<file path="config.mk">
export PLATFORM = sky130hd
export DESIGN_NAME = risc_instr_issuer_flat
export DESIGN_NICKNAME = d
export VERILOG_FILES = /design/src/rtl/risc_pkg.sv /design/src/rtl/risc_instr_issuer_if.sv /design/src/rtl/risc_issue_fifo.sv /design/src/rtl/risc_instr_issuer.sv /design/src/flat_wrapper.sv
export SDC_FILE = /design/constraint.sdc
export NUM_CORES = 1
export LEC_CHECK = 0
export CAP_MARGIN = 10
export CORE_ASPECT_RATIO = 1.5
export CORE_UTILIZATION = 52
export DETAILED_ROUTE_END_ITERATION = 10
export MAX_ROUTING_LAYER = met4
export PLACE_DENSITY = 0.76
export SYNTH_ARGS = -nofsm -noshare
export SYNTH_HDL_FRONTEND = slang
export SYNTH_HIERARCHICAL = 1
export SYNTH_SLANG_ARGS = --single-unit
</file>
<file path="constraint.sdc">
create_clock -name clock -period 4.6 [get_ports clock]
set_input_delay 0.46 -clock clock [delete_from_list [all_inputs] [get_ports clock]]
set_output_delay 0.46 -clock clock [all_outputs]
set_load 0.05 [all_outputs]
</file>
<file path="src/rtl/risc_pkg.sv">
// risc_pkg: shared opcodes, instruction field positions, issuer states and the word encoder.
package risc_pkg;
  localparam logic [5:0] OP_NOP = 6'd0;
  localparam logic [5:0] OP_ADD = 6'd1;
  localparam logic [5:0] OP_OR  = 6'd3;
  localparam logic [5:0] OP_AND = 6'd4;
  localparam logic [5:0] OP_XOR = 6'd5;
  localparam int OPC_HI = 31;
  localparam int OPC_LO = 26;
  localparam int RD_HI  = 20;
  localparam int RD_LO  = 16;
  localparam int RS2_HI = 15;
  localparam int RS2_LO = 11;
  localparam int RS1_HI = 10;
  localparam int RS1_LO = 6;
  localparam logic [31:0] NOP_WORD = 32'h0000_0000;
  typedef enum logic [1:0] {S_RST_HOLD, S_PRIME, S_RUN, S_PAUSE} state_e;
  function automatic logic [31:0] encode(input logic [5:0] op, input logic [4:0] rd, rs2, rs1);
    logic [31:0] w;
    w = NOP_WORD;
    w[OPC_HI:OPC_LO] = op;
    w[RD_HI:RD_LO] = rd;
    w[RS2_HI:RS2_LO] = rs2;
    w[RS1_HI:RS1_LO] = rs1;
    return w;
  endfunction
  function automatic logic op_legal(input logic [5:0] op);
    return op inside {OP_NOP, OP_ADD, OP_OR, OP_AND, OP_XOR};
  endfunction
endpackage

</file>
<file path="src/rtl/risc_instr_issuer_if.sv">
// risc_instr_issuer_if: host handshake, core drive and result return bundle of the issuer.
interface risc_instr_issuer_if #(parameter int FIFO_DEPTH = 8);
  localparam int LW = $clog2(FIFO_DEPTH) + 1;
  logic in_valid;
  logic in_ready;
  logic [5:0] in_opcode;
  logic [4:0] in_rd;
  logic [4:0] in_rs2;
  logic [4:0] in_rs1;
  logic hold;
  logic core_stall;
  logic [31:0] core_data_in;
  logic [31:0] core_data_out;
  logic res_valid;
  logic [4:0] res_rd;
  logic [31:0] res_data;
  logic [LW-1:0] fifo_level;
  logic err_illegal;
  modport master (
    output in_valid, in_opcode, in_rd, in_rs2, in_rs1, hold, core_data_out,
    input  in_ready, core_stall, core_data_in, res_valid, res_rd, res_data, fifo_level, err_illegal
  );
  modport slave (
    input  in_valid, in_opcode, in_rd, in_rs2, in_rs1, hold, core_data_out,
    output in_ready, core_stall, core_data_in, res_valid, res_rd, res_data, fifo_level, err_illegal
  );
endinterface

</file>
<file path="src/rtl/risc_issue_fifo.sv">
// risc_issue_fifo: synchronous FIFO with occupancy output and asynchronous reset.
module risc_issue_fifo #(
  parameter int DEPTH = 8,
  parameter int W = 32
) (
  input  logic clock,
  input  logic reset,
  input  logic push,
  input  logic pop,
  input  logic [W-1:0] wdata,
  output logic [W-1:0] rdata,
  output logic full,
  output logic empty,
  output logic [$clog2(DEPTH):0] level
);
  localparam int AW = $clog2(DEPTH);
  logic [W-1:0] mem [DEPTH];
  logic [AW-1:0] wp_q, wp_d, rp_q, rp_d;
  logic [AW:0] lvl_q, lvl_d;
  logic do_push, do_pop;
  assign full = lvl_q == (AW + 1)'(DEPTH);
  assign empty = lvl_q == '0;
  assign do_push = push && !full;
  assign do_pop = pop && !empty;
  assign rdata = mem[rp_q];
  assign level = lvl_q;
  always_comb begin
    wp_d = do_push ? wp_q + AW'(1) : wp_q;
    rp_d = do_pop ? rp_q + AW'(1) : rp_q;
    lvl_d = lvl_q + (AW + 1)'(do_push) - (AW + 1)'(do_pop);
  end
  always_ff @(posedge clock)
    if (do_push) mem[wp_q] <= wdata;
  always_ff @(posedge clock or posedge reset)
    if (reset) begin
      wp_q <= '0;
      rp_q <= '0;
      lvl_q <= '0;
    end else begin
      wp_q <= wp_d;
      rp_q <= rp_d;
      lvl_q <= lvl_d;
    end
endmodule

</file>
<file path="src/rtl/risc_instr_issuer.sv">
// risc_instr_issuer: encodes host ALU ops, streams them into risc_top and tags writeback results.
// Define RISC_HAZARD_INTERLOCK_EN to insert bubbles for heads that depend on the last two issues.
module risc_instr_issuer
  import risc_pkg::*;
#(
  parameter int FIFO_DEPTH = 8,
  parameter int PIPE_LAT = 2,
  parameter int STARTUP_STALL = 1
) (
  input logic clock,
  input logic reset,
  risc_instr_issuer_if.slave bus
);
  localparam int LW = $clog2(FIFO_DEPTH) + 1;
  state_e state_q, state_d;
  logic [7:0] cnt_q, cnt_d;
  logic [31:0] din_q, din_d, head, wdata, res_data_q, res_data_d;
  logic [PIPE_LAT-1:0] pv_q, pv_d;
  logic [PIPE_LAT-1:0][4:0] prd_q, prd_d;
  logic [4:0] res_rd_q, res_rd_d;
  logic res_v_q, res_v_d, err_q, err_d;
  logic run, acc, legal, push, pop, hz, full, empty, cur_v;
  logic [LW-1:0] level;
  assign run = state_q == S_RUN;
  assign acc = bus.in_valid && bus.in_ready;
  assign legal = op_legal(bus.in_opcode);
  assign push = acc && legal;
  assign pop = run && !empty && !hz;
  assign cur_v = din_q[OPC_HI:OPC_LO] != OP_NOP;
  assign wdata = encode(bus.in_opcode, bus.in_rd, bus.in_rs2, bus.in_rs1);
`ifdef RISC_HAZARD_INTERLOCK_EN
  // the word on the bus and the tracker's newest slot are the last two issues
  assign hz = !empty &&
    ((cur_v && (head[RS1_HI:RS1_LO] == din_q[RD_HI:RD_LO] || head[RS2_HI:RS2_LO] == din_q[RD_HI:RD_LO])) ||
     (pv_q[0] && (head[RS1_HI:RS1_LO] == prd_q[0] || head[RS2_HI:RS2_LO] == prd_q[0])));
`else
  assign hz = 1'b0;
`endif
  risc_issue_fifo #(.DEPTH(FIFO_DEPTH), .W(32)) u_fifo (
    .clock(clock),
    .reset(reset),
    .push(push),
    .pop(pop),
    .wdata(wdata),
    .rdata(head),
    .full(full),
    .empty(empty),
    .level(level)
  );
  always_comb begin
    state_d = state_q;
    cnt_d = cnt_q;
    case (state_q)
      S_RST_HOLD: state_d = S_PRIME;
      S_PRIME: begin
        cnt_d = cnt_q + 8'd1;
        state_d = cnt_q == 8'(STARTUP_STALL - 1) ? S_RUN : S_PRIME;
      end
      default: state_d = bus.hold ? S_PAUSE : S_RUN;
    endcase
    din_d = state_q == S_PAUSE ? din_q : (pop ? head : NOP_WORD);
    // the tracker only moves on cycles the core actually consumes data_in
    pv_d = run ? PIPE_LAT'({pv_q, cur_v}) : pv_q;
    prd_d = run ? (5 * PIPE_LAT)'({prd_q, din_q[RD_HI:RD_LO]}) : prd_q;
    res_v_d = run && pv_q[PIPE_LAT-1];
    res_rd_d = res_v_d ? prd_q[PIPE_LAT-1] : res_rd_q;
    res_data_d = res_v_d ? bus.core_data_out : res_data_q;
    err_d = err_q || (acc && !legal);
  end
  always_ff @(posedge clock or posedge reset)
    if (reset) begin
      state_q <= S_RST_HOLD;
      cnt_q <= '0;
      din_q <= NOP_WORD;
      pv_q <= '0;
      prd_q <= '0;
      res_v_q <= 1'b0;
      res_rd_q <= '0;
      res_data_q <= '0;
      err_q <= 1'b0;
    end else begin
      state_q <= state_d;
      cnt_q <= cnt_d;
      din_q <= din_d;
      pv_q <= pv_d;
      prd_q <= prd_d;
      res_v_q <= res_v_d;
      res_rd_q <= res_rd_d;
      res_data_q <= res_data_d;
      err_q <= err_d;
    end
  assign bus.in_ready = state_q != S_RST_HOLD && !full;
  assign bus.core_stall = !run;
  assign bus.core_data_in = din_q;
  assign bus.res_valid = res_v_q;
  assign bus.res_rd = res_rd_q;
  assign bus.res_data = res_data_q;
  assign bus.fifo_level = level;
  assign bus.err_illegal = err_q;
endmodule

</file>
<file path="src/flat_wrapper.sv">
// flat-port wrapper written by rule: the top's interface ports become plain ports
module risc_instr_issuer_flat import risc_pkg::*;
#(
  parameter int FIFO_DEPTH = 8,
  parameter int PIPE_LAT = 2,
  parameter int STARTUP_STALL = 1
)
  (clock, reset, bus_in_valid, bus_in_opcode, bus_in_rd, bus_in_rs2, bus_in_rs1, bus_hold, bus_core_data_out, bus_in_ready, bus_core_stall, bus_core_data_in, bus_res_valid, bus_res_rd, bus_res_data, bus_fifo_level, bus_err_illegal);
  risc_instr_issuer_if #(.FIFO_DEPTH(FIFO_DEPTH)) bus_i ();
  input logic clock;
  input logic reset;
  input wire logic [$bits(bus_i.in_valid)-1:0] bus_in_valid;
  input wire logic [$bits(bus_i.in_opcode)-1:0] bus_in_opcode;
  input wire logic [$bits(bus_i.in_rd)-1:0] bus_in_rd;
  input wire logic [$bits(bus_i.in_rs2)-1:0] bus_in_rs2;
  input wire logic [$bits(bus_i.in_rs1)-1:0] bus_in_rs1;
  input wire logic [$bits(bus_i.hold)-1:0] bus_hold;
  input wire logic [$bits(bus_i.core_data_out)-1:0] bus_core_data_out;
  output wire logic [$bits(bus_i.in_ready)-1:0] bus_in_ready;
  output wire logic [$bits(bus_i.core_stall)-1:0] bus_core_stall;
  output wire logic [$bits(bus_i.core_data_in)-1:0] bus_core_data_in;
  output wire logic [$bits(bus_i.res_valid)-1:0] bus_res_valid;
  output wire logic [$bits(bus_i.res_rd)-1:0] bus_res_rd;
  output wire logic [$bits(bus_i.res_data)-1:0] bus_res_data;
  output wire logic [$bits(bus_i.fifo_level)-1:0] bus_fifo_level;
  output wire logic [$bits(bus_i.err_illegal)-1:0] bus_err_illegal;
  assign bus_i.in_valid = bus_in_valid;
  assign bus_i.in_opcode = bus_in_opcode;
  assign bus_i.in_rd = bus_in_rd;
  assign bus_i.in_rs2 = bus_in_rs2;
  assign bus_i.in_rs1 = bus_in_rs1;
  assign bus_i.hold = bus_hold;
  assign bus_i.core_data_out = bus_core_data_out;
  assign bus_in_ready = bus_i.in_ready;
  assign bus_core_stall = bus_i.core_stall;
  assign bus_core_data_in = bus_i.core_data_in;
  assign bus_res_valid = bus_i.res_valid;
  assign bus_res_rd = bus_i.res_rd;
  assign bus_res_data = bus_i.res_data;
  assign bus_fifo_level = bus_i.fifo_level;
  assign bus_err_illegal = bus_i.err_illegal;
  risc_instr_issuer #(.FIFO_DEPTH(FIFO_DEPTH), .PIPE_LAT(PIPE_LAT), .STARTUP_STALL(STARTUP_STALL)) u_core (.clock(clock), .reset(reset), .bus(bus_i));
endmodule
</file>
==> results of run 1 <==
[metal layers]
layer  part of all wire  vias up  track usage
li1                   -     3112            -
met1               0.39     3513        0.240
met2               0.53      218        0.351
met3              0.056       50       0.0316
met4              0.025        0       0.0754
met5                  0        -            -
[where the power goes]
group | leakage [nW] | switching [W] | internal, W
clock | 0.532 | 0.00114 | 0.00160
combinational | 2.32 | 0.00174 | 0.00145
sequential | 3.54 | 0.000341 | 0.00381
[sequential cells by signal, summed over array words and instances, names as in the netlist, 2 cells and up]
| name | count |
|---|---|
| u_core/prd_q | 10 |
| u_core/u_fifo/rp_q | 3 |
| u_core/u_fifo/wp_q | 3 |
| u_core/u_fifo/level | 4 |
| u_core/bus.res_data | 32 |
| u_core/cnt_q | 8 |
| u_core/bus.res_rd | 5 |
| u_core/state_q | 2 |
| u_core/u_fifo/mem | 256 |
| u_core/pv_q | 2 |
| u_core/bus.core_data_in | 32 |
[area by class of cell]
class / count / area, um^2 / area share
Sequential cell: 359 / 10300 / 0.601
Multi-Input combinational cell: 365 / 3770 / 0.220
Timing Repair Buffer: 149 / 1480 / 0.0864
Clock inverter: 20 / 183 / 0.0107
Tap cell: 337 / 422 / 0.0247
Inverter: 16 / 62.6 / 0.00366
Clock buffer: 41 / 918 / 0.0537
[critical path: stages]
cell,delay (ns)
clkdlybuf4s50_1,0.54
nand2b_1,0.25
a2111oi_0,0.83
and3_1,0.32
nand2_1,0.25
ha_1,0.37
inv_1,0.05
ha_1,0.16
inv_1,0.06
fa_1,0.40
xnor2_1,0.13
[logic make-up (layout without fill, tap and decap cells)]
group	count (synthesis)	count (layout)	synth area share
mux	136	136	0.174
simple gates	78	78	0.0261
flops	359	359	0.737
xor+xnor	13	13	0.00818
buf+inv	47	226	0.0203
other cells	1	88	0.000269
compound gates	39	39	0.0237
fa+ha+maj	11	11	0.0104
[worst paths after layout]
kind	from	endpoint	slack (ns)	depth (start not counted)
worst min register to register	u_core/prd_q[7]	u_core/prd_q[7]	0.47	2
worst min-delay path	reset	u_core/u_fifo/rp_q[0]	0.33	2
min in group clock	u_core/prd_q[7]	u_core/prd_q[7]	0.47	2
max in group asynchronous	reset	u_core/bus.core_data_in[11]	3.15	3
worst max-delay path	bus_in_opcode[2]	u_core/u_fifo/level[2]	1.17	11
worst max register to register	u_core/u_fifo/level[2]	u_core/u_fifo/level[2]	1.50	13
[cell usage in the layout (no fill, tap or decap), drive strengths merged, types with 2 or more instances in the layout]
cell type and count:
edfxtp 256, clkdlybuf4s50 133, dfrtp 103, conb 88, mux2 72, mux4 64, nand2 43, clkbuf 41
a22o 32, inv 17, buf 16, clkinv 11, ha 10, nor2 9, xnor2 7, xor2 6
nor3 6, nand2b 5, clkinvlp 5, bufinv 3, nand3 3, nor4b 2, nor4 2
[through the flow]
stage               hold slack, ns  TNS (ns)  power (W)  std cells
finish                       0.326         0     0.0101       1287
global route                 0.376         0     0.0105       1287
CTS                          0.324         0     0.0102       1287
detailed placement           0.457         0    0.00744       1226
global placement             0.447         0    0.00740       1226
floorplan                    0.300    -16.77    0.00651        771
==> run summary, run 1 <==
Outcome = complete, no violations
Max Clk Rate = 291 MHz
Worst slew pin tran = 1.11 ns
Post_cts resized = 0
Yosys warning count = 6
Total global routing overflow = 0
Distinct cells, synth = 43
Routed via count = 6893
IO Pins = 134
Area growth syn-to-layout = 22.8%
Count leader, synth = edfxtp_1
Register area share after synthesis = 0.737
Global-route usage over all layers = 0.204
Ys async rst share = 0.287
Area contributors post-synth = edfxtp_1, dfrtp_1, mux4_2
Nets = 993
Port bufs = 133
Largest net degree at the start of global routing = 70
Mapped cell area = 13900 um^2
Final Hold Violating Endpoints = 0
Synth Register Bits = 359
Req. time, crit path = 4.99 ns
Share of layout cells above drive strength 1 = 0.189
Lkg Pwr = 6.39 nW
DRC = 0
Startpoint Class = input pin
Clock Root Buffer = clkbuf_16
Vias in the first global route = 7284
DR vias/cell = 5.36
Die W = 136 um
Critical Path AT = 3.83 ns
Worst Setup End Kind = flip-flop
Row count = 73
WS Path Type = input pin to flip-flop
Post-Layout Inst Area = 17100 um^2
Drt wl/cell = 20.0 um
Top FF cell, synth = edfxtp_1
Skew final = 0.0138 ns
Synthesized instance count = 684
Clk_lat worst skew = 0.52 ns
Clk buf depth = 3
CTS tree = done
RSZ-0062 raised after global routing = false
Dpl ws = 0.766 ns
Setup-failing EPs final = 0
H-tree depth = 2
Die ar. = 27400 um^2
Dpl cell area = 16000 um^2
Crit path max fanout = 9
Core ar. = 26400 um^2
Clk pin slew, worst setup/hold paths = 0.06 ns
Remaining antenna violation count after routing = 0
Final Critical Period = 3.43 ns
Hold buffer count at cts = 0
Mean Syn Cell Area = 20.4 um^2
Final Util = 0.648
Fill cells = 1826
Clock Sinks = 359
DP HPWL = 15300 um
Postcts setup bufs = 0
Routed WL = 25700 um
Final Worst Setup Slack = 1.17 ns
Pre-Repair DR Iteration Count = 5
HP Class = input pin to asynchronous set/reset pin
Area leader, netlist = edfxtp_1
Pwr Density = 590 nW/um^2
Initial DRC Count = 467
Synth cell count leaders = edfxtp_1, dfrtp_1, nand2_1, mux4_2, mux2_2
Global-route wire length before repair = 40400 um
Die H = 202 um
Initial antenna violation count = 0
Share of the synthesized area in the top cell type = 0.552
Fin. max-slew vios = 0
Initial Util = 0.527
Slew HR = 0.255
Max-Cap Viols = 0
Post-synth EDFFs = 256
Crit share post-route = 0.746
Antenna diodes = 0
Num CTS Buffers = 34
Max IR drop VDD = 0.348 mV
Placer Congestion = 0.762
Power figures use the tool's default switching activity.
==> inputs of run 2 (changes only) <==
- clock period: 4.6 -> 2.8 ns (I/O delays scaled with it)
==> run 2 against run 1 <==
Against the previous run: register-to-register slack lost 1.4 ns; sequential power up 63%; die area stayed put; worst setup slack got worse by 1.0 ns; combinational power increased by 73%; sequential cell count unchanged; global-route usage up 0.76 points; final area rose by 3.0%; routed wire length up 3.4%; via count is 1.6% higher; utilization increased by 2.0 points; hold slack got worse by 0.17 ns; largest cell class unchanged.
==> run summary, run 2 (synthesized netlist as in run 1, its figures left out) <==
Outcome = complete, no violations
Pwr Density = 971 nW/um^2 (+65%)
Setup-failing EPs final = 0 (unchanged)
Clk buf depth = 3 (unchanged)
Die H = 202 um (unchanged)
Vias in the first global route = 7548 (+3.6%)
Max IR drop VDD = 0.777 mV (+120%)
Max incr delay on CP = 0.47 ns (-0.36 ns)
Antenna diodes = 0 (unchanged)
Req. time, crit path = 3.20 ns (-1.79 ns)
Total global routing overflow = 0 (unchanged)
Most frequent cells in the layout = edfxtp_1, clkdlybuf4s50_1, dfrtp_1
Critical Path AT = 3.07 ns (-0.76 ns)
Die ar. = 27400 um^2 (unchanged)
Fin. max-slew vios = 0 (unchanged)
H-tree depth = 2 (unchanged)
Global-route wire length before repair = 41300 um (+2.3%)
WS Path Type = flip-flop to flip-flop
Dpl cell area = 16400 um^2 (+2.7%)
HP Class = input pin to asynchronous set/reset pin
Global-route usage over all layers = 0.212 (+0.00758)
Initial DRC Count = 375 (-20%)
Nets = 1020 (+2.7%)
Core ar. = 26400 um^2 (unchanged)
IO Pins = 134 (unchanged)
Startpoint Class = flip-flop
Clk_lat worst skew = 0.53 ns (about the same)
Power, Total = 0.0171 W (+70%)
Dpl ws = -0.267 ns (-1.03 ns)
Largest net degree at the start of global routing = 45 (-36%)
Commonest non-fill, non-tap cell in the layout = edfxtp_1
Worst Setup End Kind = flip-flop
Drt wl/cell = 20.3 um (+1.3%)
Routed WL = 26600 um (+3.4%)
Max Clk Rate = 375 MHz
Placer Congestion = 0.780 (+2.3%)
Skew final = 0.0173 ns (+0.00357 ns)
Row count = 73 (unchanged)
Multi-input gate area = 3800 um^2 (+1.0%)
Slew HR = 0.623 (+0.368)
Final Hold Violating Endpoints = 0 (unchanged)
Initial antenna violation count = 0 (unchanged)
Remaining antenna violation count after routing = 0 (unchanged)
Die W = 136 um (unchanged)
CP Cell Sequence = inv_2 -> ha_1 -> or3b_2 -> inv_1 -> o21ba_4 -> and3_4 -> nand2_4 -> ha_1 -> inv_1 -> ha_1 -> inv_1 -> fa_1 -> xnor2_1
Max reg flops = 256 (unchanged)
Max-Cap Viols = 0 (unchanged)
Lkg Pwr = 6.64 nW (+3.8%)
Routed via count = 7001 (+1.6%)
Area growth syn-to-layout = 26.6%
DRC = 0 (unchanged)
Clk pin slew, worst setup/hold paths = 0.06 ns (about the same)
Final Critical Period = 2.67 ns
Fill cells = 1772 (-3.0%)
Final Util = 0.667 (+0.0197)
Worst slew pin tran = 0.564 ns (-0.550 ns)
Hold buffer count at cts = 0 (unchanged)
Final Worst Setup Slack = 0.131 ns (-1.04 ns)
Crit share post-route = 0.953
Port bufs = 133 (unchanged)
Num CTS Buffers = 34 (unchanged)
Crit path max fanout = 3 (-6)
RSZ-0062 raised after global routing = false
CTS tree = done
Pre-Repair DR Iteration Count = 4 (-1)
DP HPWL = 16900 um (+10%)
Worst path slowest cell = or3b_2
Reg area = 10300 um^2 (about the same)
Share of layout cells above drive strength 1 = 0.216 (+0.0265)
Number of buffers and inverters on the critical path = 4 (+1)
Clock Root Buffer = clkbuf_16
DR vias/cell = 5.33 (-0.52%)
Initial Util = 0.527 (unchanged)
Clock Sinks = 359 (unchanged)
Largest register by flop count = u_core/u_fifo/mem
Post-Layout Inst Area = 17600 um^2 (+3.0%)
CP top delay family = adder cells
==> run 2: cell types whose count changed in the layout (fill, tap and decap cells not counted), moves of 2 or more <==
| cell | before | now |
|---|---|---|
| dfrtp_1 | 101 | 99 |
| buf_12 | 2 | 17 |
| nor3_2 | 3 | 0 |
| nor3_4 | 1 | 4 |
| clkinvlp_2 | 3 | 0 |
| dfrtp_2 | 1 | 3 |
| buf_4 | 14 | 26 |
| clkbuf_1 | 4 | 6 |
| clkbuf_16 | 35 | 37 |
| bufinv_16 | 3 | 5 |
==> run 2: final cells by class <==
class,count,area share
multi-input cells,365,0.216
clock inverters,15,0.0115
well taps,337,0.0239
clock buffers,46,0.0562
inverters,16,0.00355
repair buffers,176,0.106
flip-flops and latches,359,0.583
==> run 2: worst paths after layout <==
kind / end / start / cells after the start / slack (ns)
min in group clock: u_core/bus.res_data[30] / bus_core_data_out[30] / 2 / 0.35
worst min register to register: u_core/prd_q[6] / u_core/prd_q[6] / 2 / 0.46
worst max-delay path: u_core/u_fifo/level[2] / u_core/u_fifo/level[2] / 13 / 0.13
worst max register to register: u_core/u_fifo/level[2] / u_core/u_fifo/level[2] / 13 / 0.13
max in group asynchronous: u_core/bus.core_data_in[6] / reset / 3 / 1.94
worst min-delay path: u_core/u_fifo/wp_q[1] / reset / 2 / 0.16
==> run 2: timing repair <==
action,in CTS,in global routing
buffers inserted,0,0
resized for setup,1,0
endpoints found under the setup margin,1,0
==> run 2: report_power, final <==
| part | internal, W | leakage (nW) | total, W | switching, W |
|---|---|---|---|---|
| Clock | 0.00295 | 0.584 | 0.00482 | 0.00187 |
| Sequential | 0.00627 | 3.54 | 0.00677 | 0.000495 |
| Combinational | 0.00251 | 2.51 | 0.00553 | 0.00302 |
==> run 2: per-stage QoR <==
step                      setup TNS (ns)  instances  hold slack, ns
after floorplan                   -47.97        771           0.120
final                                  0       1314           0.156
after global routing                   0       1314           0.195
after CTS                              0       1314           0.157
after global placement            -23.60       1253           0.448
after detailed placement          -18.78       1253           0.455
==> run 2: per-layer routing <==
layer / global-route usage / vias up / wire length, um
li1: - / 3171 / -
met1: 0.244 / 3541 / 10100
met2: 0.365 / 236 / 14100
met3: 0.0371 / 53 / 1610
met4: 0.0807 / 0 / 800
met5: - / - / 0
==> run 2: worst register-to-register path: cells and delay by family (launching register included) <==
kind / cells / cell delay (ns)
buffers and inverters: 4 / 0.26
xor gates and xnor gates: 1 / 0.13
DFF: 1 / 0.41
AOI/OAI and AO/OA: 1 / 0.16
adders and majority gates: 4 / 0.93
and+or+nand+nor: 3 / 0.69
